$ cat src/rtl/imem_loader.sv
// Boot loader for the instruction memory write port: takes a 16-bit word count, then a
// byte stream packed little-endian into 32-bit words, and holds the core in reset until done.
module imem_loader #(
    parameter int unsigned ADDR_W    = 12,
    parameter int unsigned BASE_ADDR = 0
) (
    input  logic              clk_i,
    input  logic              rst_i,
    input  logic              start_i,
    input  logic              byte_valid_i,
    input  logic [7:0]        byte_data_i,
    output logic              byte_ready_o,
    output logic              imem_we_o,
    output logic [ADDR_W-1:0] imem_addr_o,
    output logic [31:0]       imem_data_o,
    output logic              core_rst_o,
    output logic              done_o,
    output logic              err_o
);

    typedef enum logic [2:0] {
        S_IDLE, S_CNT_LO, S_CNT_HI, S_DATA, S_DONE, S_ERR
    } state_e;

    // Largest legal word count (memory depth); a 16-bit count cannot exceed it once ADDR_W >= 16.
    localparam logic [16:0] MAX_CNT = (ADDR_W >= 16) ? 17'h10000 : 17'(32'd1 << ADDR_W);

    state_e            state_q, state_d;
    logic [15:0]       count_q, count_d;
    logic [15:0]       index_q, index_d;
    logic [1:0]        lane_q, lane_d;
    logic [2:0][7:0]   asm_q, asm_d;
    logic              we_q, we_d;
    logic [ADDR_W-1:0] addr_q, addr_d;
    logic [31:0]       data_q, data_d;

    logic              accept;
    logic [15:0]       cnt_full;

    assign byte_ready_o = (state_q == S_CNT_LO) || (state_q == S_CNT_HI) || (state_q == S_DATA);
    assign accept       = byte_ready_o && byte_valid_i;
    assign cnt_full     = {byte_data_i, count_q[7:0]};

    always_comb begin
        state_d = state_q;
        count_d = count_q;
        index_d = index_q;
        lane_d  = lane_q;
        asm_d   = asm_q;
        we_d    = 1'b0;
        addr_d  = addr_q;
        data_d  = data_q;
        case (state_q)
            S_IDLE, S_DONE, S_ERR: begin
                if (start_i) state_d = S_CNT_LO;
            end
            S_CNT_LO: begin
                if (accept) begin
                    count_d[7:0] = byte_data_i;
                    state_d      = S_CNT_HI;
                end
            end
            S_CNT_HI: begin
                if (accept) begin
                    count_d = cnt_full;
                    if (cnt_full == 16'd0 || {1'b0, cnt_full} > MAX_CNT) begin
                        state_d = S_ERR;
                    end else begin
                        index_d = '0;
                        lane_d  = '0;
                        state_d = S_DATA;
                    end
                end
            end
            S_DATA: begin
                if (accept) begin
                    if (lane_q != 2'd3) begin
                        asm_d[lane_q] = byte_data_i;
                        lane_d        = lane_q + 2'd1;
                    end else begin
                        // Output word lives in its own register so the next lane-0 byte can land now.
                        data_d = {byte_data_i, asm_q};
                        addr_d = ADDR_W'(BASE_ADDR) + ADDR_W'(index_q);
                        we_d   = 1'b1;
                        lane_d = '0;
                        if (index_q == count_q - 16'd1) begin
                            state_d = S_DONE;
                        end else begin
                            index_d = index_q + 16'd1;
                        end
                    end
                end
            end
            default: state_d = S_IDLE;
        endcase
    end

    always_ff @(posedge clk_i or posedge rst_i) begin
        if (rst_i) begin
            state_q <= S_IDLE;
            count_q <= '0;
            index_q <= '0;
            lane_q  <= '0;
            asm_q   <= '0;
            we_q    <= 1'b0;
            addr_q  <= '0;
            data_q  <= '0;
        end else begin
            state_q <= state_d;
            count_q <= count_d;
            index_q <= index_d;
            lane_q  <= lane_d;
            asm_q   <= asm_d;
            we_q    <= we_d;
            addr_q  <= addr_d;
            data_q  <= data_d;
        end
    end

    assign imem_we_o   = we_q;
    assign imem_addr_o = addr_q;
    assign imem_data_o = data_q;
    assign core_rst_o  = (state_q != S_DONE);
    assign done_o      = (state_q == S_DONE);
    assign err_o       = (state_q == S_ERR);

endmodule

$ cat config.mk
export PLATFORM = sky130hd
export DESIGN_NAME = imem_loader
export DESIGN_NICKNAME = d
export VERILOG_FILES = /design/src/rtl/imem_loader.sv
export SDC_FILE = /design/constraint.sdc
export NUM_CORES = 1
export LEC_CHECK = 0
export BUFFER_PORTS_ARGS = -buffer_cell sky130_fd_sc_hd__buf_2
export CORE_MARGIN = 5
export CORE_UTILIZATION = 56
export CTS_BUF_LIST = sky130_fd_sc_hd__clkbuf_8
export DETAILED_ROUTE_END_ITERATION = 12
export GPL_ROUTABILITY_DRIVEN = 0
export PLACE_DENSITY = 0.77
export SLEW_MARGIN = 20
export SYNTH_ARGS = -nofsm -noshare
export SYNTH_HDL_FRONTEND = slang
export SYNTH_SLANG_ARGS = --single-unit
$ cat constraint.sdc
create_clock -name clk_i -period 4.55 [get_ports clk_i]
set_input_delay 0.6825 -clock clk_i [delete_from_list [all_inputs] [get_ports clk_i]]
set_output_delay 0.6825 -clock clk_i [all_outputs]
set_load 0.01 [all_outputs]
==> flow_metrics.env, run 1 <==
export IMPL_reg2reg_from="count_q[0]"
export IMPL_die_area_um2=11200
export IMPL_synth_edf_count=0
export IMPL_async_reset_ff_frac=1.00
export IMPL_ctsHoldBuffers=0
export IMPL_die_width_um=106
export IMPL_synth_fp_nets=454
export IMPL_internal_power_w=0.00204
export IMPL_synth_top_flop_cell="dfrtp_1"
export IMPL_period_minus_slack_ps=3580
export IMPL_fp_coreArea_um2=9110
export IMPL_die_h_um=106
export IMPL_max_slew_margin=0.334
export IMPL_holdWs_ps=460
export IMPL_cts_buffer_depth=2
export IMPL_setup_violations=0
export IMPL_leakagePower_nw=2.71
export IMPL_ctsRootBufferMaster="clkbuf_8"
export IMPL_drive_gt1_frac=0.350
export IMPL_clock_power_share=0.176
export IMPL_syn_mean_instance_area_um2=11.8
export IMPL_swShare=0.371
export IMPL_cts_sinks=106
export IMPL_r2r_end="index_q[3]"
export IMPL_num_nets_final=514
export IMPL_finalHoldViolCount=0
export IMPL_synth_common_cells="106 x dfrtp_1, 75 x mux2_2, 25 x nand2_1"
export IMPL_p_comb_frac=0.354
export IMPL_use_met2=0.330
export IMPL_grt_use_met3=0.0361
export IMPL_clk_pin_slew_ps=110
export IMPL_viasPerCell=6.05
export IMPL_drv_slew=0
export IMPL_dr_total_vias=3699
export IMPL_wl_per_cell_um=17.8
export IMPL_portBuffers=60
export IMPL_vdd_ir_drop_worst_mv=0.333
export IMPL_crit_path_end_kind="register"
export IMPL_ys_top_cells_by_area="dfrtp_1 52%, mux2_2 16%, a21oi_1 1.8%"
export IMPL_fmax_ghz=0.279
export IMPL_cts_tree="done"
export IMPL_busiest_layer="met2"
export IMPL_post_cts_buffers=0
export IMPL_start_util=0.565
export IMPL_drc=0
export IMPL_reg2reg_setup_slack_ps=970
export IMPL_antenna_cells=0
export IMPL_setup_worst_path_end="index_q[3]"
export IMPL_syn_to_final_growth_pct=11.8
export IMPL_grt_max_degree=70
export IMPL_critPathRequiredTime_ps=4820
export IMPL_worst_r2r_path_depth=9
export IMPL_synthMostInstantiatedCell="dfrtp_1"
export IMPL_grt_usage=0.204
export IMPL_synth_seq_cells=106
export IMPL_syn_inst=435
export IMPL_startpoint_type="register"
export IMPL_powerDensity_nw_per_um2=563
export IMPL_rsz0062_at_grt="no"
export IMPL_max_cap_violations=0
export IMPL_drt_wl_total_um=10900
export IMPL_syn_area_um2=5150
export IMPL_layout_worst_path_cycle_share=0.787
export IMPL_first_pass_iters=4
export IMPL_worst_setup_path_type="register to register"
export IMPL_grt_pass1_vias=3708
export IMPL_p_sw_w=0.00120
export IMPL_worst_skew_pair_late_latency_ps=370
export IMPL_worstPathMaxFanout=24
export IMPL_ios=61
export IMPL_worst_slew_pin_slew_ps=990
export IMPL_placed_area_um2=5560
export IMPL_cp_data_arrival_time_ps=3850
export IMPL_grt_pass1_wl_um=18400
export IMPL_synth_warnings=0
export IMPL_cts_buffers=9
export IMPL_status="finished, final reports clean"
export IMPL_postRouteAntennaNets=0
export IMPL_crit_start="count_q[0]"
export IMPL_hpwl_um=7830
export IMPL_fin_setup_tns_ps=0
export IMPL_drt_iter0_markers=197
export IMPL_fin_util=0.632
export IMPL_overflow=0
export IMPL_finalInstanceArea_um2=5750
export IMPL_rows=35
export IMPL_antenna_found_initial=0
export IMPL_synth_area_leader_cell="dfrtp_1"
export IMPL_postCtsResizedCells=0
export IMPL_cts_max_level=3
export IMPL_met1_usage=0.277
export IMPL_finClkSkew_ps=12.6
export IMPL_holdCritPathClass="primary input to async pin"
export IMPL_ys_seq_area_frac=0.515
export IMPL_yosys_cell_types_count=62
export IMPL_synth_top_area_frac=0.515
export IMPL_total_power_w=0.00324
export IMPL_power_frac_seq=0.471
metal layers:
layer,vias to the layer above,wire (um),part of all wire
met4,0,206,0.019
met3,15,664,0.061
met1,1857,4800,0.44
met2,110,5200,0.48
met5,-,0,0
li1,1717,-,-
power by group through the flow:
stage / logic [W] / registers [W] / clock network (W)
after floorplan: 0.000834 / 0.00151 / 0
after global placement: 0.00111 / 0.00153 / 0
after detailed placement: 0.00115 / 0.00154 / 0
after CTS: 0.00115 / 0.00152 / 0.000577
after global routing: 0.00127 / 0.00157 / 0.000614
final: 0.00115 / 0.00152 / 0.000569
registers in the layout, indices dropped and copies added (netlist names):
signal       cells
imem_addr_o     12
asm_q           24
imem_we_o        1
index_q         16
imem_data_o     32
lane_q           2
state_q          3
count_q         16
cell usage in the layout, fill, tap and decap left out, drive strengths merged, types with 3 or more instances in the layout:
cell / n
xor2: 7
a21o: 3
nand2b: 4
nor2: 9
xnor2: 10
or3: 14
nor3: 10
nor4b: 3
and2: 4
o21ai: 27
nand2: 25
clkinv: 3
clkbuf: 9
inv: 17
a21oi: 19
nand4: 10
and3: 8
nand3: 11
or4: 5
ha: 7
a31oi: 5
mux2: 75
nor3b: 3
o32ai: 3
buf: 66
nor4: 8
dfrtp: 106
final cells by class:
| type | count | area, um^2 |
|---|---|---|
| Tap cell | 111 | 139 |
| Multi-Input combinational cell | 298 | 2370 |
| Inverter | 14 | 55.1 |
| Sequential cell | 106 | 2650 |
| Fill cell | 730 | 3350 |
| Clock buffer | 9 | 124 |
| Clock inverter | 7 | 72.6 |
| Timing Repair Buffer | 66 | 345 |
worst min-delay path by stage:
stage,slack (ps),end,cells past startpoint
CTS,490,imem_data_o[25],2
global route,520,imem_data_o[4],1
detailed placement,470,asm_q[4],2
global placement,460,asm_q[4],2
floorplan,450,asm_q[12],2
finish,460,imem_data_o[2],2
critical path, stage by stage, from the launching register on:
cell and delay (ps):
dfrtp_1 440, inv_1 120, ha_1 220, nor3b_1 710, a32oi_1 200, a2111oi_4 410, o211ai_2 220, nor4_4 860
or3_1 220, a21oi_1 70
per-stage QoR:
step / std cells / setup WS, ps
floorplan: 435 / 1080
global placement: 595 / 1260
detailed placement: 595 / 1060
CTS: 611 / 1030
global route: 611 / 626
finish: 611 / 970
kinds of logic (layout without fill, tap and decap cells):
| kind of cell | count (synthesis) | after routing | share of synthesized area |
|---|---|---|---|
| AND/OR/NAND/NOR | 122 | 122 | 0.149 |
| flip-flops | 106 | 106 | 0.515 |
| multiplexers | 76 | 76 | 0.166 |
| AO/OA/AOI/OAI | 75 | 75 | 0.0939 |
| buffers and inverters | 31 | 96 | 0.0253 |
| XOR/XNOR | 18 | 18 | 0.0333 |
| adder cells (fa/ha/maj) | 7 | 7 | 0.0170 |
Power figures use the tool's default switching activity.
==> run 2, diff against run 1 <==
==> constraint.sdc (replaced) <==
create_clock -name clk_i -period 3.38 [get_ports clk_i]
set_input_delay 0.507 -clock clk_i [delete_from_list [all_inputs] [get_ports clk_i]]
set_output_delay 0.507 -clock clk_i [all_outputs]
set_load 0.01 [all_outputs]
==> flow_metrics.env, run 2 (synthesized netlist as in run 1, its figures left out) <==
export IMPL_fin_setup_tns_ps=0
export IMPL_holdCritPathClass="primary input to async pin"
export IMPL_syn_to_final_growth_pct=12.9
export IMPL_hpwl_um=7940
export IMPL_worst_skew_pair_late_latency_ps=380
export IMPL_ios=61
export IMPL_final_common_cell="dfrtp_1"
export IMPL_drc=0
export IMPL_die_area_um2=11200
export IMPL_wl_per_cell_um=17.9
export IMPL_post_cts_buffers=0
export IMPL_postCtsResizedCells=0
export IMPL_grt_pass1_wl_um=18900
export IMPL_cts_tree="done"
export IMPL_crit_chain="inv_1, ha_1, or3b_2, nor4_1, o32ai_1, or3_4, or4_4, a31oi_1, nor3_2"
export IMPL_first_pass_iters=5
export IMPL_ctsRootBufferMaster="clkbuf_8"
export IMPL_p_sw_w=0.00164
export IMPL_cp_data_arrival_time_ps=3310
export IMPL_finClkSkew_ps=17.8
export IMPL_viasPerCell=6.05
export IMPL_die_width_um=106
export IMPL_rsz0062_at_grt="no"
export IMPL_start_util=0.565
export IMPL_critical_path_slowest_cell="or3b_2"
export IMPL_clk_pin_slew_ps=110
export IMPL_dr_total_vias=3729
export IMPL_critPathRequiredTime_ps=3650
export IMPL_antenna_found_initial=0
export IMPL_clock_power_share=0.175
export IMPL_crit_path_end_kind="register"
export IMPL_leakagePower_nw=2.75
export IMPL_drt_iter0_markers=208
export IMPL_max_slew_margin=0.462
export IMPL_die_h_um=106
export IMPL_period_minus_slack_ps=3030
export IMPL_worst_setup_path_type="register to register"
export IMPL_power_frac_seq=0.467
export IMPL_swShare=0.372
export IMPL_internal_power_w=0.00277
export IMPL_p_comb_frac=0.358
export IMPL_worstPathMaxFanout=5
export IMPL_cts_sinks=106
export IMPL_drive_gt1_frac=0.356
export IMPL_startpoint_type="register"
export IMPL_cts_buffer_depth=2
export IMPL_cp_top_family="simple AND/OR/NAND/NOR gates"
export IMPL_status="finished, final reports clean"
export IMPL_grt_usage=0.210
export IMPL_layout_worst_path_cycle_share=0.898
export IMPL_grt_pass1_vias=3756
export IMPL_cts_max_level=3
export IMPL_holdWs_ps=285
export IMPL_ctsHoldBuffers=0
export IMPL_drt_wl_total_um=11000
export IMPL_setup_violations=0
export IMPL_final_cell_mix="106 x dfrtp_1, 75 x mux2_2, 60 x buf_2"
export IMPL_max_cap_violations=0
export IMPL_finalHoldViolCount=0
export IMPL_powerDensity_nw_per_um2=760
export IMPL_portBuffers=60
export IMPL_drv_slew=0
export IMPL_cts_buffers=9
export IMPL_fmax_ghz=0.330
export IMPL_num_nets_final=519
export IMPL_crit_buf_inv=1
export IMPL_fin_util=0.638
export IMPL_overflow=0
export IMPL_largest_reg_flops=32
export IMPL_antenna_cells=0
export IMPL_vdd_ir_drop_worst_mv=0.581
export IMPL_grt_max_degree=69
export IMPL_rows=35
export IMPL_critPathMaxStageDelay_ps=510
export IMPL_worst_slew_pin_slew_ps=808
export IMPL_postRouteAntennaNets=0
export IMPL_fp_coreArea_um2=9110
[run 2: power groups by stage]
stage                     Sequential [W]  Combinational, W  Clock, W
after floorplan                  0.00203           0.00112         0
after global placement           0.00205           0.00152         0
after detailed placement         0.00208           0.00157         0
after CTS                        0.00206           0.00159  0.000795
after global routing             0.00213           0.00174  0.000849
final                            0.00206           0.00158  0.000774
[run 2: path summary, 6_finish.rpt]
check | startpoint | endpoint | slack, ps | cells past startpoint
worst min register to register | imem_addr_o[8] | imem_addr_o[8] | 490 | 2
min in group clk_i | byte_data_i[4] | count_q[12] | 410 | 2
max in group asynchronous | rst_i | count_q[1] | 2300 | 3
worst max register to register | count_q[0] | index_q[2] | 350 | 9
worst min-delay path | rst_i | asm_q[2] | 280 | 2
worst max-delay path | count_q[0] | index_q[2] | 350 | 9
[run 2: cell type report]
class / instances / area (um^2)
clock buffers: 9 / 124
clock inverters: 7 / 76.3
fillers: 701 / 3300
inverters: 14 / 55.1
multi-input cells: 298 / 2370
flip-flops and latches: 106 / 2650
well taps: 111 / 139
repair buffers: 71 / 395
[run 2: per-stage QoR]
| step | worst slack [ps] | total power (W) | cell area, um^2 | std cells |
|---|---|---|---|---|
| global placement | 450 | 0.00357 | 5610 | 600 |
| CTS | 376 | 0.00444 | 5810 | 616 |
| detailed placement | 391 | 0.00366 | 5610 | 600 |
| floorplan | 84.1 | 0.00315 | 5150 | 435 |
| finish | 345 | 0.00442 | 5810 | 616 |
| global route | 180 | 0.00472 | 5810 | 616 |
[run 2: metal layers]
layer	wire length, um	part of all wire	track usage	vias to the layer above
li1	-	-	-	1733
met1	4920	0.45	0.291	1851
met2	5270	0.48	0.325	124
met3	629	0.057	0.0508	21
met4	211	0.019	0.0694	0
met5	0	0	0	-
==> run 3, diff against run 2 <==
--- a/config.mk
+++ b/config.mk
@@ -6,6 +6,7 @@
 export NUM_CORES = 1
 export LEC_CHECK = 0
 export BUFFER_PORTS_ARGS = -buffer_cell sky130_fd_sc_hd__buf_2
+export CORE_ASPECT_RATIO = 1.75
 export CORE_MARGIN = 5
 export CORE_UTILIZATION = 56
 export CTS_BUF_LIST = sky130_fd_sc_hd__clkbuf_8
==> constraint.sdc (replaced) <==
create_clock -name clk_i -period 3.42 [get_ports clk_i]
set_input_delay 0.513 -clock clk_i [delete_from_list [all_inputs] [get_ports clk_i]]
set_output_delay 0.513 -clock clk_i [all_outputs]
set_load 0.01 [all_outputs]
==> flow_metrics.env, run 3 (synthesized netlist as in run 1, its figures left out) <==
export IMPL_cp_top_family="simple AND/OR/NAND/NOR gates"
export IMPL_cts_buffer_depth=2
export IMPL_rsz0062_at_grt="no"
export IMPL_grt_pass1_vias=3862
export IMPL_internal_power_w=0.00284
export IMPL_regArea_um2=2650
export IMPL_cts_buffers=9
export IMPL_clock_power_share=0.187
export IMPL_status="finished, final reports clean"
export IMPL_fp_coreArea_um2=9040
export IMPL_nFillCells=711
export IMPL_ctsHoldBuffers=0
export IMPL_ios=61
export IMPL_wl_per_cell_um=18.4
export IMPL_drt_wl_total_um=11500
export IMPL_critPathRequiredTime_ps=3720
export IMPL_critical_path_slowest_cell="or4_4"
export IMPL_crit_buf_inv=1
export IMPL_leakagePower_nw=2.75
export IMPL_power_frac_seq=0.461
export IMPL_period_minus_slack_ps=3050
export IMPL_p_comb_frac=0.352
export IMPL_die_h_um=137
export IMPL_critPathMaxStageDelay_ps=510
export IMPL_drt_iter0_markers=224
export IMPL_p_sw_w=0.00160
export IMPL_start_util=0.570
export IMPL_grt_usage=0.231
export IMPL_setup_violations=0
export IMPL_vdd_ir_drop_worst_mv=0.524
export IMPL_drive_gt1_frac=0.355
export IMPL_holdCritPathClass="primary input to async pin"
export IMPL_cts_max_level=3
export IMPL_syn_to_final_growth_pct=13.6
export IMPL_finClkSkew_ps=10.8
export IMPL_holdWs_ps=296
export IMPL_worst_r2r_path_depth=9
export IMPL_r2r_end="index_q[2]"
export IMPL_worst_slew_pin_slew_ps=805
export IMPL_grt_max_degree=68
export IMPL_crit_chain="inv_1, ha_1, or3b_2, nor4_1, o32ai_1, or3_4, or4_4, and3_4, nor3_2"
export IMPL_worst_skew_pair_late_latency_ps=370
export IMPL_crit_path_end_kind="register"
export IMPL_hpwl_um=8550
export IMPL_die_area_um2=11300
export IMPL_drc=0
export IMPL_cts_tree="done"
export IMPL_grt_pass1_wl_um=19600
export IMPL_layout_worst_path_cycle_share=0.892
export IMPL_multiInputGateArea_um2=2370
export IMPL_first_pass_iters=4
export IMPL_finalInstanceArea_um2=5840
export IMPL_swShare=0.361
export IMPL_startpoint_type="register"
export IMPL_portBuffers=60
export IMPL_placedCellCount=608
export IMPL_powerDensity_nw_per_um2=759
export IMPL_largest_reg_flops=32
export IMPL_max_slew_margin=0.463
export IMPL_fin_setup_tns_ps=0
export IMPL_clk_pin_slew_ps=100
export IMPL_num_nets_final=518
export IMPL_reg2reg_from="count_q[0]"
export IMPL_cts_sinks=106
export IMPL_placed_area_um2=5620
export IMPL_rows=46
export IMPL_cp_data_arrival_time_ps=3350
export IMPL_finalHoldViolCount=0
export IMPL_drv_slew=0
export IMPL_reg2reg_setup_slack_ps=370
export IMPL_final_cell_mix="106 x dfrtp_1, 75 x mux2_2, 60 x buf_2"
export IMPL_die_width_um=82.5
export IMPL_layoutNonFillerInstCount=624
export IMPL_ctsRootBufferMaster="clkbuf_8"
export IMPL_post_cts_buffers=0
export IMPL_postCtsResizedCells=0
export IMPL_antenna_found_initial=0
export IMPL_overflow=0
export IMPL_fmax_ghz=0.328
export IMPL_final_common_cell="dfrtp_1"
export IMPL_worst_setup_path_type="register to register"
export IMPL_antenna_cells=0
export IMPL_dr_total_vias=3708
export IMPL_max_cap_violations=0
export IMPL_worstPathMaxFanout=5
export IMPL_postRouteAntennaNets=0
export IMPL_viasPerCell=5.94
## run 3: area by class of cell
type	count	area share
sequential	106	0.454
multi-input combinational	298	0.405
timing repair buffer	70	0.0685
clock buffer	11	0.0259
tap	120	0.0257
clock inverter	5	0.0118
inverter	14	0.00942
## run 3: worst max-delay path by stage
stage | startpoint | endpoint | depth (start not counted)
3_3_place_gp | count_q[0] | index_q[2] | 9
2_1_floorplan | rst_i | asm_q[0] | 1
3_5_place_dp | count_q[0] | index_q[2] | 9
5_1_grt | count_q[0] | index_q[15] | 10
4_1_cts | count_q[0] | index_q[2] | 9
6_report | count_q[0] | index_q[2] | 9
## run 3: layer usage
metal	global-route usage	wire length, um	vias up
met2	0.385	6020	99
li1	-	-	1720
met1	0.267	4360	1853
met4	0.137	597	0
met5	0	0	-
met3	0.0487	516	36
## run 3: power groups by stage
stage	clock network [W]	registers [W]	logic, W
floorplan	0	0.00201	0.00111
global placement	0	0.00204	0.00151
detailed placement	0	0.00207	0.00156
CTS	0.000849	0.00204	0.00158
global route	0.000901	0.00211	0.00173
finish	0.000831	0.00205	0.00156
## run 3: worst reg2reg max path, stage by stage (launching register included)
cell and delay, ps:
dfrtp_1 440, inv_1 130, ha_1 210, or3b_2 500, nor4_1 280, o32ai_1 170, or3_4 450, or4_4 510
and3_4 160, nor3_2 130
## run 3: metrics by stage
step	utilization	worst slack (ps)	total power (W)
2_1_floorplan	-	118	0.00312
3_3_place_gp	0.622	498	0.00355
3_5_place_dp	0.622	400	0.00363
4_1_cts	0.647	392	0.00447
5_1_grt	0.647	255	0.00475
6_report	0.647	369	0.00444
